**config.mk**
```make
export PLATFORM = sky130hd
export DESIGN_NAME = add_32
export DESIGN_NICKNAME = d
export VERILOG_FILES = /design/src/rtl/add_pkg.sv /design/src/rtl/add_32_cla_group.sv /design/src/rtl/add_32.sv
export SDC_FILE = /design/constraint.sdc
export NUM_CORES = 1
export LEC_CHECK = 0
export CAP_MARGIN = 10
export CORE_UTILIZATION = 40
export CTS_CLUSTER_DIAMETER = 50
export DETAILED_ROUTE_END_ITERATION = 16
export HOLD_SLACK_MARGIN = 0.06
export MAX_ROUTING_LAYER = met4
export PLACE_DENSITY_LB_ADDON = 0.15
export SLEW_MARGIN = 5
export SYNTH_ARGS = -nofsm -noshare
export SYNTH_HDL_FRONTEND = slang
export SYNTH_SLANG_ARGS = --single-unit
```
**constraint.sdc**
```tcl
create_clock -name clk -period 1.4 [get_ports clk]
set_input_delay 0.28 -clock clk [delete_from_list [all_inputs] [get_ports clk]]
set_output_delay 0.28 -clock clk [all_outputs]
set_load 0.005 [all_outputs]
```
**src/rtl/add_pkg.sv**
```systemverilog
// Shared defaults and types for the registered carry-lookahead adder.
package add_pkg;

    localparam int DEF_WIDTH = 32;
    localparam int DEF_GROUP = 4;
    localparam int NGROUPS   = DEF_WIDTH / DEF_GROUP;

    typedef struct packed {
        logic cout;
        logic ovf;
        logic zero;
    } add_flags_t;

endpackage

```
**src/rtl/add_32_cla_group.sv**
```systemverilog
// GROUP-bit carry-lookahead cell: local sum plus group propagate/generate
// for the second-level lookahead in the top.
module cla_group
    import add_pkg::*;
#(
    parameter int GROUP = DEF_GROUP
) (
    input  logic [GROUP:1] a,
    input  logic [GROUP:1] b,
    input  logic           cin,
    output logic [GROUP:1] sum,
    output logic           p,
    output logic           g
);

    logic [GROUP:1]   gi;
    logic [GROUP:1]   pi;
    logic [GROUP-1:0] cy;
    logic             term;
    logic             prod;

    assign gi = a & b;
    assign pi = a ^ b;

    // Each carry is a flat sum-of-products over lower bits, not a ripple chain.
    always_comb begin
        cy    = '0;
        cy[0] = cin;
        g     = 1'b0;
        term  = 1'b0;
        prod  = 1'b0;
        for (int i = 1; i <= GROUP; i++) begin
            term = gi[i];
            prod = pi[i];
            for (int j = i - 1; j >= 1; j--) begin
                term = term | (prod & gi[j]);
                prod = prod & pi[j];
            end
            if (i < GROUP) cy[i] = term | (prod & cin);
            else           g     = term;
        end
    end

    assign p   = &pi;
    assign sum = pi ^ cy;

endmodule

```
**src/rtl/add_32.sv**
```systemverilog
// Registered WIDTH-bit adder: {cout,c} = a + b + cin with signed-overflow
// and zero flags, one cycle latency, async active-high reset.
module add_32
    import add_pkg::*;
#(
    parameter int WIDTH = DEF_WIDTH,
    parameter int GROUP = DEF_GROUP
) (
    input  logic           clk,
    input  logic           rst,
    input  logic [WIDTH:1] a,
    input  logic [WIDTH:1] b,
    input  logic           cin,
    output logic [WIDTH:1] c,
    output logic           cout,
    output logic           ovf,
    output logic           zero
);

    localparam int NG = WIDTH / GROUP;

    logic [NG-1:0]  gp;
    logic [NG-1:0]  gg;
    logic [NG:0]    gc;
    logic [WIDTH:1] sum;
    logic           term;
    logic           prod;
    add_flags_t     flags_d;
    add_flags_t     flags_q;

    genvar k;
    generate
        for (k = 0; k < NG; k++) begin : g_grp
            cla_group #(.GROUP(GROUP)) u_grp (
                .a   (a[k*GROUP+GROUP:k*GROUP+1]),
                .b   (b[k*GROUP+GROUP:k*GROUP+1]),
                .cin (gc[k]),
                .sum (sum[k*GROUP+GROUP:k*GROUP+1]),
                .p   (gp[k]),
                .g   (gg[k])
            );
        end
    endgenerate

    // Second-level lookahead: gc[k] is the carry into group k, gc[NG] is cout.
    always_comb begin
        gc    = '0;
        gc[0] = cin;
        term  = 1'b0;
        prod  = 1'b0;
        for (int m = 1; m <= NG; m++) begin
            term = gg[m-1];
            prod = gp[m-1];
            for (int j = m - 2; j >= 0; j--) begin
                term = term | (prod & gg[j]);
                prod = prod & gp[j];
            end
            gc[m] = term | (prod & cin);
        end
    end

    always_comb begin
        flags_d      = '0;
        flags_d.cout = gc[NG];
        flags_d.ovf  = (a[WIDTH] == b[WIDTH]) && (sum[WIDTH] != a[WIDTH]);
        flags_d.zero = (sum == '0);
    end

    always_ff @(posedge clk or posedge rst) begin
        if (rst) begin
            c       <= '0;
            flags_q <= '0;
        end else begin
            c       <= sum;
            flags_q <= flags_d;
        end
    end

    assign cout = flags_q.cout;
    assign ovf  = flags_q.ovf;
    assign zero = flags_q.zero;

endmodule

```
* Yosys cells after proc, flatten, opt, wreduce, memory -nomap -nowiden
Cells that the tools add are included.
** Word-level totals
- Memories kept :: 0
- Latch bits :: 0
- Bits of input ports :: 67
- Output and inout port bits :: 35
- Bits in read-only memories :: 0
- Register bits :: 35
- RAM bits :: 0
** Operators by class
- Shift operators :: 0
- Reductions and logical operators :: 10
- Div/mod/pow operators :: 0
- Multiply operators :: 0
- Eq/ne operators :: 2
- Order comparisons :: 0
- Mux-type cells :: 0
- Bitwise logic cells :: 308
- $add $sub $neg :: 0
** Operator list (count)
- $and A1 B1 Y1 :: 176
- $or A1 B1 Y1 :: 108
- $xor A4 B4 Y4 :: 16
- $and A4 B4 Y4 :: 8
- $logic_not A32 Y1 :: 1
- $reduce_and A4 Y1 :: 8
- $eq A1 B1 Y1 :: 1
- $logic_and A1 B1 Y1 :: 1
- $ne A1 B1 Y1 :: 1

* Longest topological paths before layout
- Word-level depth :: 18
- Depth in mapped cells :: 17
- Mapped depth without buffers :: 16

* Modules after synthesis
Synthesis repeated with hierarchy kept, for this count alone.
** Unflattened totals
- Cell total of the unflattened synthesis :: 243
- Area, all modules :: 2547.4 um^2
** Modules (own cells, without submodules)
- cla_group :: instances 8, cells each 22, seq. area each 0.0 um^2, area each 182.7 um^2
- add_32 :: instances 1, cells each 67, seq. area each 875.8 um^2, area each 1086.0 um^2

* Worst setup path after synthesis
Ideal clock, no wire load.
- Kind :: input -> register
- From :: input port a[11] (netlist bit)
- To :: register flags_q, in the netlist zero
- Arrival time :: 4.047 ns
- Slack :: -2.715 ns
- Stages on the path :: 16
- Path buffers :: 0
- Data required time :: 1.332 ns
- Setup time :: 0.068 ns
- Cells stage by stage :: ha_1 and4_1 a211oi_1 a2bb2oi_1 nand3_1 and2_1 a21o_1 a21o_1 fa_1 xor2_1 nor4_1 nand4_1 or4_1 a2111o_1 a2111oi_2 and4bb_1
** RTL lines
- from (decl) :: line add_32.sv:11 : input logic [WIDTH:1] a,
- to (signal assigned) :: line add_32.sv:75 : flags_q <= flags_d;
- to (decl) :: line add_32.sv:29 : add_flags_t flags_q;

==> metrics <==
global placer's final weighted congestion=0.932; ranking of synthesized cells by area=dfrtp_1 35%, ha_1 16%, fa_1 6.5%, xor2_1 4.9%, a21oi_1 3.2%; initial antenna violation count=0; WL/cell=25.0 um; Final period util=310%; vias per cell=6.05; Max-Cap Viols=0; total length of routed wires=13.5 mm; HP Class=primary input to asynchronous set/reset pin; Netlist cell types=52; DRT iter0 DRCs=231; FMAX=230 MHz; Setup TNS=-27,690 ps; syn_nets=343; via count=3,268; HPWL after DPL=6.20 mm; outcome=complete, but fails checks; P_leak=2.56 nW; Setup crit start kind=primary input; # diodes=0; Core ar.=5960 um2; arrival time at the worst endpoint=4590 ps; CP Cell Sequence=buf_2, ha_4, nand4_1, nor2_2, buf_4, a221oi_2, nand3_2, and2_4, a21o_1, a21o_1, fa_2, xor2_2, nor4_1, nand4_1, or4_1, a2111o_1, a2111oi_4, and4bb_1; Nets=571; ys flop type=dfrtp_1; H-tree levels=2; endpoints failing setup=32; critical path class=primary input to flop; fin worst setup slack=-2940 ps; RSZ-0062 raised after global routing=true; Crit. End Element=flop; critical-path maximum fanout=3; max_slew headroom=46.0%; crit-path max cell delay=520 ps; Cell Area, Synth=2480 um2; share of the synthesized area in the top cell type=35.3%; Synth Register Bits=35; vias in the first global route=3,051; clk buf depth=2; total global-route track usage=31.8%; CTS sink cnt=35; ratio of cells with drive above 1 in the final layout=59.8%; Area growth syn-to-layout=118%; Hold Fails Final Rpt=0; Syn Inst Count=236; Clock transition at path regs=90 ps; async set or reset register ratio after synthesis=100%; crit path time final=4340 ps; Post-DRT Antenna Nets=0; hold slack=322 ps; CP max-delay cell=or4_1; PwrDens=862 nW/um2; first-pass GRT wire length=15.1 mm; sequential area share after synthesis=35.3%; cell taking the most area after synthesis=dfrtp_1; cts bufs inserted=5; Post-synth EDFFs=0; largest net degree at the start of global routing=36; violated checks=setup timing; Worst Tran Pin Value=790 ps; Initial Utilization=41.6%; Die Ht=80.7 um; first-pass detailed-route iteration total=7; Worst EP required=1640 ps; cts hold-fix bufs=0; GRT overflow=0; VDD IR max=737 uV; CTS tree=yes; residual DRC count=0; # IOs=102; syn_area_per_cell=10.5 um2; Die X=80.7 um; Root Driver=clkbuf_8; die area=6520 um2; Pins Over Slew Limit=0; Ys Warns=0; Rows=28; I/O Buffers=101
-- metal layers --
| metal | up-vias | global-route usage, % | part of all wire (%) |
|---|---|---|---|
| met2 | 266 | 54.2 | 48 |
| met5 | - | - | 0 |
| met4 | 0 | 10.9 | 6.9 |
| met3 | 109 | 5.84 | 8.9 |
| met1 | 1580 | 37.7 | 36 |
| li1 | 1313 | - | - |
-- kinds of logic (layout without fill, tap and decap cells) --
family                   after synthesis  after routing  share of synthesized area [%]
flip-flops                            35             35                           35.3
AO/OA/AOI/OAI                         58             58                           17.5
AND/OR/NAND/NOR                       65             65                           14.1
adder cells (fa/ha/maj)               40             40                           22.6
multiplexers                           1              1                          0.454
XOR/XNOR                              22             22                           7.77
buffers and inverters                 15            244                           2.27
-- power breakdown --
| part | internal (mW) | switching, mW |
|---|---|---|
| clock network | 0.349 | 0.438 |
| registers | 1.22 | 0.0822 |
| logic | 1.38 | 1.19 |
-- cell usage in the layout (no fill, tap or decap), types with 3 or more instances in the layout --
cell type / n
xnor2_1: 5
buf_2: 20
dlygate4sd2_1: 22
o311ai_4: 4
a21oi_1: 4
o21ai_4: 4
xor2_2: 9
fa_2: 7
nor2_2: 3
a21o_1: 6
clkbuf_2: 8
buf_4: 107
clkbuf_8: 5
nand2_1: 11
nand2_4: 4
dlymetal6s2s_1: 17
nor2_1: 7
o21ai_1: 3
a21oi_4: 7
dfrtp_1: 35
buf_6: 28
nand4_1: 5
nor3_1: 6
xor2_1: 4
ha_4: 25
clkdlybuf4s50_1: 13
inv_1: 13
ha_1: 6
a21oi_2: 7
clkdlybuf4s15_1: 3
xnor2_2: 3
-- layout make-up --
| class | instances | area [um2] |
|---|---|---|
| Clock buffer | 6 | 72.6 |
| Clock inverter | 2 | 12.5 |
| Fill cell | 225 | 559 |
| Inverter | 14 | 52.6 |
| Multi-Input combinational cell | 186 | 2400 |
| Sequential cell | 35 | 876 |
| Tap cell | 75 | 93.8 |
| Timing Repair Buffer | 222 | 1890 |
-- worst max path at each step --
stage                     cells after the start  endpoint  slack (ps)   from
after global placement                       15      zero       -3140   a[1]
after detailed placement                     15      zero       -3290   a[1]
after global routing                         18      zero       -3010  b[19]
after floorplan                              16      zero       -2330  a[18]
final                                        18      zero       -2940  b[19]
after CTS                                    17      zero       -2480  b[10]
-- sequential cells by signal (all words and copies together), names as in the netlist --
name / cells
cout: 1
c: 32
zero: 1
ovf: 1
-- synthesized netlist by cell type, types with 2 or more instances --
library cell and instances:
nor3_1 7, a221oi_1 2, nand2_1 17, ha_1 32, dfrtp_1 35, nor4_1 4
a21o_1 6, o21ai_0 5, xor2_1 14, nand2b_1 3, o31a_1 2, fa_1 8
and4_1 2, a211o_1 2, nand4_1 5, a2111o_1 2, or4b_1 2, o21ai_1 4
inv_1 14, and2_1 3, xnor2_1 8, and3_1 3, a21oi_1 16, nand3_1 2
nor2_1 10, o311ai_1 2
-- what timing repair did --
item	4_1_cts	5_1_grt
resized for setup	273	72
pin swaps	51	50
setup buffers	20	23
endpoints found under the setup margin	51	48
-- metrics by stage --
step / utilization, % / total power [mW] / instances / instance area [um2] / worst slack [ps]
after detailed placement: 75.7 / 3.20 / 494 / 4510 / -3290
after global routing: 90.6 / 4.78 / 540 / 5400 / -3010
final: 90.6 / 4.65 / 540 / 5400 / -2940
after global placement: 75.7 / 3.17 / 494 / 4510 / -3140
after CTS: 84.2 / 4.15 / 521 / 5010 / -2480
after floorplan: - / 2.04 / 236 / 2780 / -2330
-- worst max-delay path: cells and delay by family --
| kind | cells | cell delay, ps |
|---|---|---|
| and+or+nand+nor | 8 | 1920 |
| AOI/OAI and AO/OA | 5 | 1270 |
| adders and majority gates | 2 | 650 |
| buffers and inverters | 2 | 270 |
| xor gates and xnor gates | 1 | 180 |
No activity file was read; power rests on OpenSTA's default activity.
